==> config.mk <==
export PLATFORM = sky130hd
export DESIGN_NAME = spi_command_receiver
export DESIGN_NICKNAME = d
export VERILOG_FILES = /design/src/rtl/slot_pkg.sv /design/src/rtl/spi_pin_sync.sv /design/src/rtl/spi_command_receiver.sv
export SDC_FILE = /design/constraint.sdc
export NUM_CORES = 1
export LEC_CHECK = 0
export CORE_ASPECT_RATIO = 1.2
export CORE_MARGIN = 4
export CORE_UTILIZATION = 57
export CTS_BUF_LIST = sky130_fd_sc_hd__clkbuf_4
export DETAILED_ROUTE_END_ITERATION = 16
export GPL_TIMING_DRIVEN = 0
export PLACE_DENSITY = 0.87
export SETUP_SLACK_MARGIN = 0.15
export SYNTH_ARGS = -nofsm -noshare
export SYNTH_HDL_FRONTEND = slang
export SYNTH_SLANG_ARGS = --single-unit
==> constraint.sdc <==
create_clock -name clk -period 2.15 [get_ports clk]
set_input_delay 0.5375 -clock clk [delete_from_list [all_inputs] [get_ports clk]]
set_output_delay 0.5375 -clock clk [all_outputs]
set_load 0.05 [all_outputs]
==> src/rtl/slot_pkg.sv <==
// Shared definitions for the slot machine SPI command path.
// Contents: opcode constants, frame length, reel/credit types, receiver FSM states.
package slot_pkg;

  localparam logic [7:0] OP_SPIN  = 8'h01;
  localparam logic [7:0] OP_WIN   = 8'h02;
  localparam logic [7:0] OP_TOTAL = 8'h03;

  localparam int FRAME_BITS = 24;

  typedef logic [2:0]  sprite_idx_t;
  typedef logic [11:0] credits_t;

  typedef enum logic [1:0] {
    ST_IDLE   = 2'd0,
    ST_SHIFT  = 2'd1,
    ST_COMMIT = 2'd2
  } spi_state_t;

endpackage

==> src/rtl/spi_pin_sync.sv <==
// N-flop synchronizer for one asynchronous pin, with a registered edge detector.
// Ports:
//   clk, reset_n  system clock, async active-low reset
//   pin           asynchronous input
//   level         synchronized level
//   rise, fall    one-clk pulses on synchronized transitions
module spi_pin_sync #(
  parameter int   STAGES    = 2,
  parameter logic RESET_VAL = 1'b0
) (
  input  logic clk,
  input  logic reset_n,
  input  logic pin,
  output logic level,
  output logic rise,
  output logic fall
);

  logic [STAGES-1:0] sync_q;
  logic              prev_q;

  always_ff @(posedge clk or negedge reset_n) begin
    if (!reset_n) begin
      sync_q <= {STAGES{RESET_VAL}};
      prev_q <= RESET_VAL;
    end else begin
      sync_q <= {sync_q[STAGES-2:0], pin};
      prev_q <= sync_q[STAGES-1];
    end
  end

  assign level = sync_q[STAGES-1];
  assign rise  = sync_q[STAGES-1] & ~prev_q;
  assign fall  = ~sync_q[STAGES-1] & prev_q;

endmodule

==> src/rtl/spi_command_receiver.sv <==
// SPI mode-0 target receiving fixed 24-bit command frames (spin result, win
// credits, total credits) and returning a status byte on sdo.
// Ports:
//   clk, reset_n            pixel clock (>= 8x sclk), async active-low reset
//   sclk, copi, cs          SPI pins from the MCU (cs active-low)
//   sdo                     status byte, MSB first, during the first 8 bits
//   done                    spin-finished level from the memory controller
//   reel1/2/3_idx           reel sprite indices, start_spin pulse
//   win_credits, is_win     last win amount and its update pulse
//   total_credits, is_total last credit total and its update pulse
//
// state  | meaning
// IDLE   | waiting for cs to fall
// SHIFT  | frame in progress, shifting copi in and status out
// COMMIT | one cycle: decode a complete frame and update outputs
module spi_command_receiver
  import slot_pkg::*;
#(
  parameter int         SYNC_STAGES = 2,
  parameter logic [3:0] STATUS_ID   = 4'hA
) (
  input  logic        clk,
  input  logic        reset_n,
  input  logic        sclk,
  input  logic        copi,
  input  logic        cs,
  output logic        sdo,
  input  logic        done,
  output sprite_idx_t reel1_idx,
  output sprite_idx_t reel2_idx,
  output sprite_idx_t reel3_idx,
  output logic        start_spin,
  output credits_t    win_credits,
  output logic        is_win,
  output credits_t    total_credits,
  output logic        is_total
);

  localparam logic [4:0] FRAME_CNT = 5'(FRAME_BITS);

  logic sclk_lvl, sclk_rise, sclk_fall;
  logic cs_lvl, cs_rise, cs_fall;
  logic copi_lvl, copi_rise, copi_fall;

  spi_pin_sync #(.STAGES(SYNC_STAGES), .RESET_VAL(1'b0)) u_sync_sclk (
    .clk(clk), .reset_n(reset_n), .pin(sclk),
    .level(sclk_lvl), .rise(sclk_rise), .fall(sclk_fall)
  );

  spi_pin_sync #(.STAGES(SYNC_STAGES), .RESET_VAL(1'b1)) u_sync_cs (
    .clk(clk), .reset_n(reset_n), .pin(cs),
    .level(cs_lvl), .rise(cs_rise), .fall(cs_fall)
  );

  spi_pin_sync #(.STAGES(SYNC_STAGES), .RESET_VAL(1'b0)) u_sync_copi (
    .clk(clk), .reset_n(reset_n), .pin(copi),
    .level(copi_lvl), .rise(copi_rise), .fall(copi_fall)
  );

  // Only edges of sclk/cs and the level of copi drive the logic.
  logic unused_sync;
  assign unused_sync = ^{sclk_lvl, cs_lvl, copi_rise, copi_fall};

  spi_state_t  state;
  logic [4:0]  bit_cnt;
  logic [23:0] rx_reg;
  logic [7:0]  tx_reg;
  logic        cs_fall_pend;
  logic        done_d;
  logic        done_sticky;
  logic        is_win_seen;
  logic        spin_busy;

  logic       done_rise;
  logic [7:0] status;

  assign done_rise = done & ~done_d;
  assign status    = {STATUS_ID, 1'b0, is_win_seen, spin_busy, done_sticky};

  always_ff @(posedge clk or negedge reset_n) begin
    if (!reset_n) begin
      state         <= ST_IDLE;
      bit_cnt       <= '0;
      rx_reg        <= '0;
      tx_reg        <= '0;
      cs_fall_pend  <= 1'b0;
      done_d        <= 1'b0;
      done_sticky   <= 1'b0;
      is_win_seen   <= 1'b0;
      spin_busy     <= 1'b0;
      sdo           <= 1'b0;
      reel1_idx     <= '0;
      reel2_idx     <= '0;
      reel3_idx     <= '0;
      start_spin    <= 1'b0;
      win_credits   <= '0;
      is_win        <= 1'b0;
      total_credits <= '0;
      is_total      <= 1'b0;
    end else begin
      start_spin <= 1'b0;
      is_win     <= 1'b0;
      is_total   <= 1'b0;
      done_d     <= done;

      if (is_win)     is_win_seen <= 1'b1;
      if (start_spin) spin_busy   <= 1'b1;
      if (done_rise)  spin_busy   <= 1'b0;

      case (state)
        ST_IDLE: begin
          sdo <= 1'b0;
          if (cs_fall || cs_fall_pend) begin
            state        <= ST_SHIFT;
            cs_fall_pend <= 1'b0;
            tx_reg       <= status;
            sdo          <= status[7];
            bit_cnt      <= '0;
            done_sticky  <= 1'b0;
          end
        end

        ST_SHIFT: begin
          if (cs_rise) begin
            state <= (bit_cnt == FRAME_CNT) ? ST_COMMIT : ST_IDLE;
            sdo   <= 1'b0;
          end else begin
            if (sclk_rise && bit_cnt != FRAME_CNT) begin
              rx_reg  <= {rx_reg[22:0], copi_lvl};
              bit_cnt <= bit_cnt + 5'd1;
            end
            if (sclk_fall) begin
              tx_reg <= {tx_reg[6:0], 1'b0};
              // tx_reg[6] is the bit that becomes tx_reg[7] after this shift.
              sdo    <= (bit_cnt < 5'd8) ? tx_reg[6] : 1'b0;
            end
          end
        end

        ST_COMMIT: begin
          state <= ST_IDLE;
          // The edge detector only pulses once; remember a fall seen here.
          if (cs_fall) cs_fall_pend <= 1'b1;
          case (rx_reg[23:16])
            OP_SPIN: begin
              reel1_idx   <= rx_reg[15:13];
              reel2_idx   <= rx_reg[12:10];
              reel3_idx   <= rx_reg[9:7];
              start_spin  <= 1'b1;
              is_win_seen <= 1'b0;
            end
            OP_WIN: begin
              win_credits <= rx_reg[11:0];
              is_win      <= 1'b1;
            end
            OP_TOTAL: begin
              total_credits <= rx_reg[11:0];
              is_total      <= 1'b1;
            end
            default: ;
          endcase
        end

        default: state <= ST_IDLE;
      endcase

      // A done edge in the same cycle as the frame-start clear must survive.
      if (done_rise) done_sticky <= 1'b1;
    end
  end

endmodule

==> run summary, run 1 <==
Summing every instance area after synthesis gives 3450 sq um. Among all flip-flop cells after synthesis, the most frequent one is dfrtp_1. The clock tree synthesis step divided the H-tree into 3 levels. The run gives 0.288 as the clock network fraction of total power. Setup violations remaining at the end of the flow were counted as 0. Counting I/O delays and the setup requirement, the final critical path takes 1.89 ns.

The average via count per standard cell is 5.28. After legalization and detailed placement, the total HPWL measured 3940 um. The tools report the effective utilization at floorplan as 0.597. Counting along the longest clock path gives a buffer depth of 2. The initial antenna violation count was 0; the depth of the critical timing path with buffers and inverters included was 1. A synthesized cell averages 14.9 sq um. Clock tree synthesis found a total of 88 sinks. The register with the most flip-flops in the layout has 24 of them. The floorplan step set the die width to 79.1 um. Yosys mapped a number of flops with a built-in enable equal to 0. The category of the worst setup path capture point is an output pin. The clock network latency to the later pin of the worst-skew pair came out at 0.42 ns. The tightest min-delay check is of the primary input to asynchronous set/reset pin type. At the worst endpoint, the arrival time is 1.35 ns. The critical path goes through dlygate4sd2_1. For the relative contribution of sequential cells to total power, the log shows 0.556.

IR analysis of the VDD net gives a maximum drop of 0.407 mV. The global-route wire length before repair was 9760 um; the post-route fraction of the period consumed by the critical path was 0.878. The power per cell area is 858 nW/um^2, and the via count of the first global-routing pass is 2031. Pre-CTS worst setup slack: 0.335 ns. Area of the die: 7370 sq um. The logs give 239 for the net count of the mapped netlist and 529 MHz for the achievable clock frequency. 0 antenna diodes ended up in the layout. The largest stage delay on the critical path is 0.54 ns, and the number of distinct standard cells referenced by the synthesized netlist is 38. The max-slew headroom at the worst pin came out at 0.649. The region available for standard cell placement spans 5780 sq um. The share of layout cells above drive strength 1 is 0.322, and the maximum fanout along the worst path is 2.

The tools report the number of detailed-routing iterations run before antenna repair as 4. The top cell type by total area after synthesis was dfrtp_1. For the worst setup path, the data required time is 1.61 ns. Buffers plus inverters on the worst setup path: 1. The tree is rooted in a clkbuf_4. The internal power of the cells totals 2.55 mW.

After clock tree synthesis, the clock-pin slew on the worst setup and hold paths is 0.14 ns. The net switching power figure came out at 0.984 mW. The proportion of register bits with asynchronous set or reset after synthesis is 1.00. For this design the top-level I/O count stands at 43. The area share of the leading cell type in the synthesized netlist was 0.616; the number of cell rows was 30.

The proportion of synthesized chip area in sequential cells is 0.639. The power share of the combinational group is 0.156. Counting the buffers created by CTS gives 9. For the synthesis warning total, the log shows 0. The total leakage power came out at 2.23 nW. In this run, the number of DRC markers left after iteration 0 of detailed routing was 114.

For the number of instances resized during post-cts repair, the log shows 37. Synthesized netlist cell count: 231. Remaining antenna violation count after routing: 0. STA classifies the critical path startpoint as a flip-flop. The number of hold buffers added after CTS was 0. On the critical path, the stage with the largest delay is an instance of dlygate4sd2_1. After layout, the worst setup slack is 0.261 ns.

The total routing usage reported by global routing was 0.171; the synthesis-stage register bit count was 88. TritonCTS built the clock tree. The worst register-to-register path has a depth of 6. Among cell families on the critical path, the largest total delay comes from buffers and inverters.

The tools report the final count of pins violating max slew as 0. The tools report the aggregate routed wire length as 5530 um. The worst-margin pin slew is 0.526 ns.

Setup repair after global routing left no endpoint under its margin. Across all layers, the routed design uses 1948 vias. After detailed routing, the number of remaining DRC violations is 0. The number of nets at the end of the flow was 293; the number of maximum-capacitance constraint violations was 0.

Overall power consumption: 3.53 mW. After global routing the overflow that remains totals 0. Count of input and output buffers: 42.

Once the clock tree was built, the setup fixing pass inserted 0 buffers. By instance count, the leading cell after synthesis is dfrtp_1. The run finished with clean final reports. Summed over all failing endpoints, the final setup total negative slack is 0 ns. The setup path with the least slack is of type flip-flop to output pin. For the number of hold-slack violations in the final timing report, the log shows 0. After the flow finishes, the layout carries non-filler instances totaling 369.

Clock skew on the completed layout was measured at 0.0167 ns. The total instance count after detailed placement is 354, and the maximum number of pins on one net before global-route repair is 49. Routability-driven placement finished with a final weighted congestion of 0.747.

The y dimension of the die works out to 93.3 um. The net switching share of the total power was 0.279. Yosys attributes the largest share of cell area to dfrtp_1 62%, mux2_2 17%, mux2_4 3.9%.

The mean routed wirelength per cell is 15.0 um. By count the netlist is led by 85 x dfrtp_1, 51 x mux2_2, 13 x nand2_1. Relative to the synthesized area, the layout overhead comes to 19.1%.
[per-layer routing]
metal | vias up | wire, um | track usage
met5 | - | 0 | 0
met2 | 42 | 2840 | 0.274
li1 | 915 | - | -
met3 | 5 | 201 | 0.0405
met4 | 0 | 58 | 0.0731
met1 | 986 | 2430 | 0.222
[layout by cell type, fill, tap and decap left out, drive strengths merged]
master / count
nand3b: 2
clkinvlp: 3
buf: 10
nor2: 5
dfrtp: 85
ha: 2
nand2: 13
nand3: 5
nor3: 3
a31oi: 1
bufinv: 2
dfstp: 3
inv: 11
nand4: 1
nand2b: 3
a22o: 2
mux2: 60
nor2b: 3
mux2i: 3
o2bb2ai: 1
o21a: 2
nor4: 1
nand4b: 1
or3: 1
o22ai: 1
clkbuf: 9
o221ai: 1
o21ai: 6
clkdlybuf4s50: 4
nor3b: 1
a21o: 3
and4: 1
dlygate4sd2: 37
o22a: 1
and3: 1
a21oi: 1
[through the flow]
stage,hold slack (ns),utilization,instance area (sq um)
final,0.0828,0.712,4110
after global routing,0.0932,0.712,4110
after CTS,0.0788,0.712,4110
after detailed placement,0.337,0.692,4000
after global placement,0.334,0.687,3970
after floorplan,0.242,-,3450
[power by group through the flow]
stage / logic, mW / registers [mW] / clock network [mW]
finish: 0.551 / 1.96 / 1.02
global route: 0.619 / 2.00 / 1.12
CTS: 0.557 / 1.96 / 1.04
detailed placement: 0.564 / 2.00 / 0
global placement: 0.537 / 1.99 / 0
floorplan: 0.392 / 1.99 / 0
[cells by family after synthesis]
logic type      after synthesis  synth area share
buf+inv                      18            0.0312
mux                          63             0.214
fa+ha+maj                     2           0.00725
compound gates               19            0.0417
simple gates                 41            0.0670
flops                        88             0.639
[path summary, 6_finish.rpt]
path	start	endpoint	slack (ns)
setup reg to reg	rx_reg[21]	total_credits[1]	0.35
min in group clk	u_sync_cs.sync_q[0]	u_sync_cs.sync_q[1]	0.36
hold reg to reg	u_sync_cs.sync_q[0]	u_sync_cs.sync_q[1]	0.36
setup / recovery	total_credits[10]	total_credits[10]	0.26
hold / removal	reset_n	tx_reg[3]	0.08
max in group asynchronous	reset_n	rx_reg[11]	1.48
[cell type report]
| class | instances | area, sq um |
|---|---|---|
| clock inverters | 6 | 93.8 |
| fillers | 428 | 1670 |
| flip-flops and latches | 88 | 2210 |
| clock buffers | 9 | 67.6 |
| inverters | 10 | 37.5 |
| well taps | 80 | 100 |
| multi-input cells | 125 | 1140 |
| plain buffers | 8 | 70.1 |
| repair buffers | 43 | 399 |
Note: power is estimated with default switching activity, not from simulation.
==> run 2, diff against run 1 <==
--- a/config.mk
+++ b/config.mk
@@ -5,9 +5,10 @@
 export SDC_FILE = /design/constraint.sdc
 export NUM_CORES = 1
 export LEC_CHECK = 0
+export ABC_AREA = 1
 export CORE_ASPECT_RATIO = 1.2
 export CORE_MARGIN = 4
-export CORE_UTILIZATION = 57
+export CORE_UTILIZATION = 58
 export CTS_BUF_LIST = sky130_fd_sc_hd__clkbuf_4
 export DETAILED_ROUTE_END_ITERATION = 16
 export GPL_TIMING_DRIVEN = 0
==> run summary, run 2 <==
The run finished with clean final reports. The relative contribution of sequential cells to total power came out at 0.535. The H-tree was split into 3 levels. The detailed router placed 2806 vias in this run.

Category of the worst setup path capture point: an output pin. IR analysis of the VDD net gives a maximum drop of 0.499 mV. Once detail routing completed, the nets flagged for antenna violations numbered 0. Total routing usage reported by global routing: 0.213.

The y dimension of the die works out to 96.0 um. After synthesis, the cell types taking the most area are dfrtp_1 57%, nand2_1 13%, nand3_1 5.9%. Number of distinct standard cells referenced by the synthesized netlist: 23. For this design the ratio of total power to cell area is 829 nW/um^2.

For the achievable clock frequency, the log shows 528 MHz. Setup repair after global routing left no endpoint under its margin. The maximum fanout along the worst path was 2.

The number of hold-slack violations in the final timing report came out at 0. The run gives 0.60 ns as the worst reg-to-reg setup slack. The worst hold slack was 0.0504 ns. The startpoint identified for the worst register-to-register timing path is u_sync_cs.prev_q.

Buffers added to address setup during post-CTS repair amount to 0. The post-route minimum period works out to 1.89 ns. The slowest stage cell on the critical path is dlygate4sd2_1.

During I/O placement, the number of pins put on the boundary was 43. The post-route fraction of the period consumed by the critical path is 0.881. The tools report the number of diodes as 0.

The standard cell core area came out at 6170 sq um. In the synthesized netlist the dominant register cell turns out to be dfrtp_1. After clock tree synthesis, the clock-pin slew on the worst setup and hold paths is 0.15 ns. The worst setup path startpoint is reel3_idx[0].

Synthesis produced 399 cells. For this run, the slowest stage of the critical path takes 0.54 ns. The clock net in this run drives a total of 88 sinks. The logs give 4 for the number of detailed-routing iterations run before antenna repair and 0.668 for the max-slew headroom at the worst pin. Final count of pins violating max slew: 0. The critical path goes through dlygate4sd2_1. In this run the horizontal extent of the chip is 81.3 um. Most common cell in the synthesized netlist: nand2_1.

Setup violations remaining at the end of the flow were counted as 0. The tools report the violation count after the first detailed-route iteration as 166. The post-DP HPWL came out at 5250 um. In this run, CTS created clock tree buffers numbering 9. The later pin in the worst-skew pair is clocked with a latency of 0.43 ns. The first global-routing pass estimated 12700 um of wire.

Share of layout cells above drive strength 1: 0.162. Global routing finished with a remaining overflow of 0. For the maximum number of pins on one net before global-route repair, the log shows 53. The clock network fraction of total power was 0.287; the mean routed wirelength per cell was 13.7 um. STA puts the critical path data required time at 1.61 ns. Summed over all cells, the static leakage comes to 2.42 nW.

The tightest min-delay check is of the primary input to asynchronous set/reset pin type. The synthesized design contains 0 enable-type register cells. The via count of the first global-routing pass was 2813; the average via count per standard cell was 5.20.

Summed over all nets, the switching power comes to 1.11 mW. For this design, the CTS-stage hold fixing added 0 buffers. Counting along the longest clock path gives a buffer depth of 2.

From synthesis to final layout, the design area changed by 17.8%. The filler cells instantiated in the layout total 466. The number of nets at the end of the flow was 461. Leading cell type in the layout, fill and taps excluded: nand2_1. The net switching share of the total power was 0.305. The buffers plus inverters on the worst setup path was 1; the proportion of register bits with asynchronous set or reset after synthesis was 1.00. The area of the die is 7810 sq um, and the area share of the leading cell type in the synthesized netlist is 0.568. The register with the most flip-flops in the layout has 24 of them. The number of placed instances, taps included, is 524. TritonCTS built the clock tree. Leaving out fill and tap cells, the most frequent cells in the layout are 127 x nand2_1, 85 x dfrtp_1, 47 x inv_1. The internal power was 2.54 mW; the mean area per synthesized cell was 9.38 sq um. The tools report the buffer cell driving the clock tree root as clkbuf_4.

The synthesis-stage register bit count is 88. Setup TNS: 0 ns. Max-cap violations in this run came to 0.

The synthesis warning total came out at 0. For this block, the routed nets add up to 7400 um of wire. Prior to clock tree synthesis, the placed netlist has a worst setup slack of 0.453 ns. For the placement-stage cell area, the log shows 4290 sq um. The initial antenna violation count is 0, and the summed instance area of the synthesized netlist is 3740 sq um. The count of input and output buffers was 42. The effective utilization at floorplan is 0.607, and the proportion of synthesized chip area in sequential cells is 0.589. Area of all placed cells without fillers: 4410 sq um.

Category of the most critical setup path: flip-flop to output pin. On the critical path the largest part of the delay comes from buffers and inverters. The top cell type by total area after synthesis is dfrtp_1.

The logs give 0.255 ns for the smallest setup slack after layout and 0 for the detailed-route DRC error count. Row generation in the floorplan step produced 31 rows. The congestion estimate from routability-driven global placement came to 0.810.

For the pin with the worst max-slew slack, the measured transition is 0.500 ns. Data on the critical path arrives at its endpoint at 1.36 ns. For the final cell count without fillers, the log shows 540. The number of nets in the synthesized netlist is 407. The startpoint class of the critical path was a flip-flop.

For the power share of the combinational group, the log shows 0.178. The commonest cells after synthesis are 127 x nand2_1, 85 x dfrtp_1, 47 x inv_1. Post-route clock skew: 0.0190 ns.
-- run 2: cell types whose count changed in the layout (fill, tap and decap cells not counted), moves of 9 or more --
cell     before  now
nand2_1      13  127
mux2_2       51    0
nand3_1       5   44
inv_1        10   47
o21ai_2       1   24
nor2_1        5   20
mux2_4        9    0
-- run 2: power groups by stage --
stage	combinational (mW)	clock, mW	sequential, mW
2_1_floorplan	0.461	0	1.98
3_3_place_gp	0.623	0	1.97
3_5_place_dp	0.659	0	1.98
4_1_cts	0.654	1.07	1.95
5_1_grt	0.738	1.14	1.98
6_report	0.650	1.05	1.95
-- run 2: worst paths after layout --
check                                      end  cells past startpoint
max                               reel3_idx[0]                      1
min                                  tx_reg[1]                      1
max reg2reg                         bit_cnt[2]                      7
min reg2reg                u_sync_cs.sync_q[1]                      0
max in group asynchronous  u_sync_cs.sync_q[0]                      2
min in group clk           u_sync_cs.sync_q[1]                      0
-- run 2: routing by layer --
layer | part of all wire | track usage | vias to the layer above
li1 | - | - | 1351
met1 | 0.43 | 0.274 | 1378
met2 | 0.52 | 0.346 | 65
met3 | 0.036 | 0.0421 | 12
met4 | 0.018 | 0.100 | 0
met5 | 0 | 0 | -
-- run 2: stage by stage --
| step | power (mW) | util |
|---|---|---|
| 2_1_floorplan | 2.44 | - |
| 3_3_place_gp | 2.59 | 0.692 |
| 3_5_place_dp | 2.64 | 0.696 |
| 4_1_cts | 3.67 | 0.715 |
| 5_1_grt | 3.86 | 0.715 |
| 6_report | 3.65 | 0.715 |
-- run 2: kinds of logic after synthesis --
logic type | Yosys count | share of synthesized area
and+or+nand+nor | 205 | 0.238
DFF | 88 | 0.589
buffers and inverters | 64 | 0.0853
AOI/OAI and AO/OA | 39 | 0.0779
adders and majority gates | 2 | 0.00669
xor gates and xnor gates | 1 | 0.00234
-- run 2: final cells by class --
class | count | area (sq um) | share of cell area
timing repair buffer | 43 | 399 | 0.0905
sequential | 88 | 2210 | 0.500
inverter | 49 | 184 | 0.0417
tap | 82 | 103 | 0.0233
clock inverter | 5 | 81.3 | 0.0185
clock buffer | 11 | 82.6 | 0.0187
buffer | 15 | 135 | 0.0307
multi-input combinational | 247 | 1220 | 0.276
-- run 2: timing repair --
item                                    CTS  global route
resized for setup                        37             0
endpoints found under the hold margin     0             0
endpoints found under the setup margin   37             0
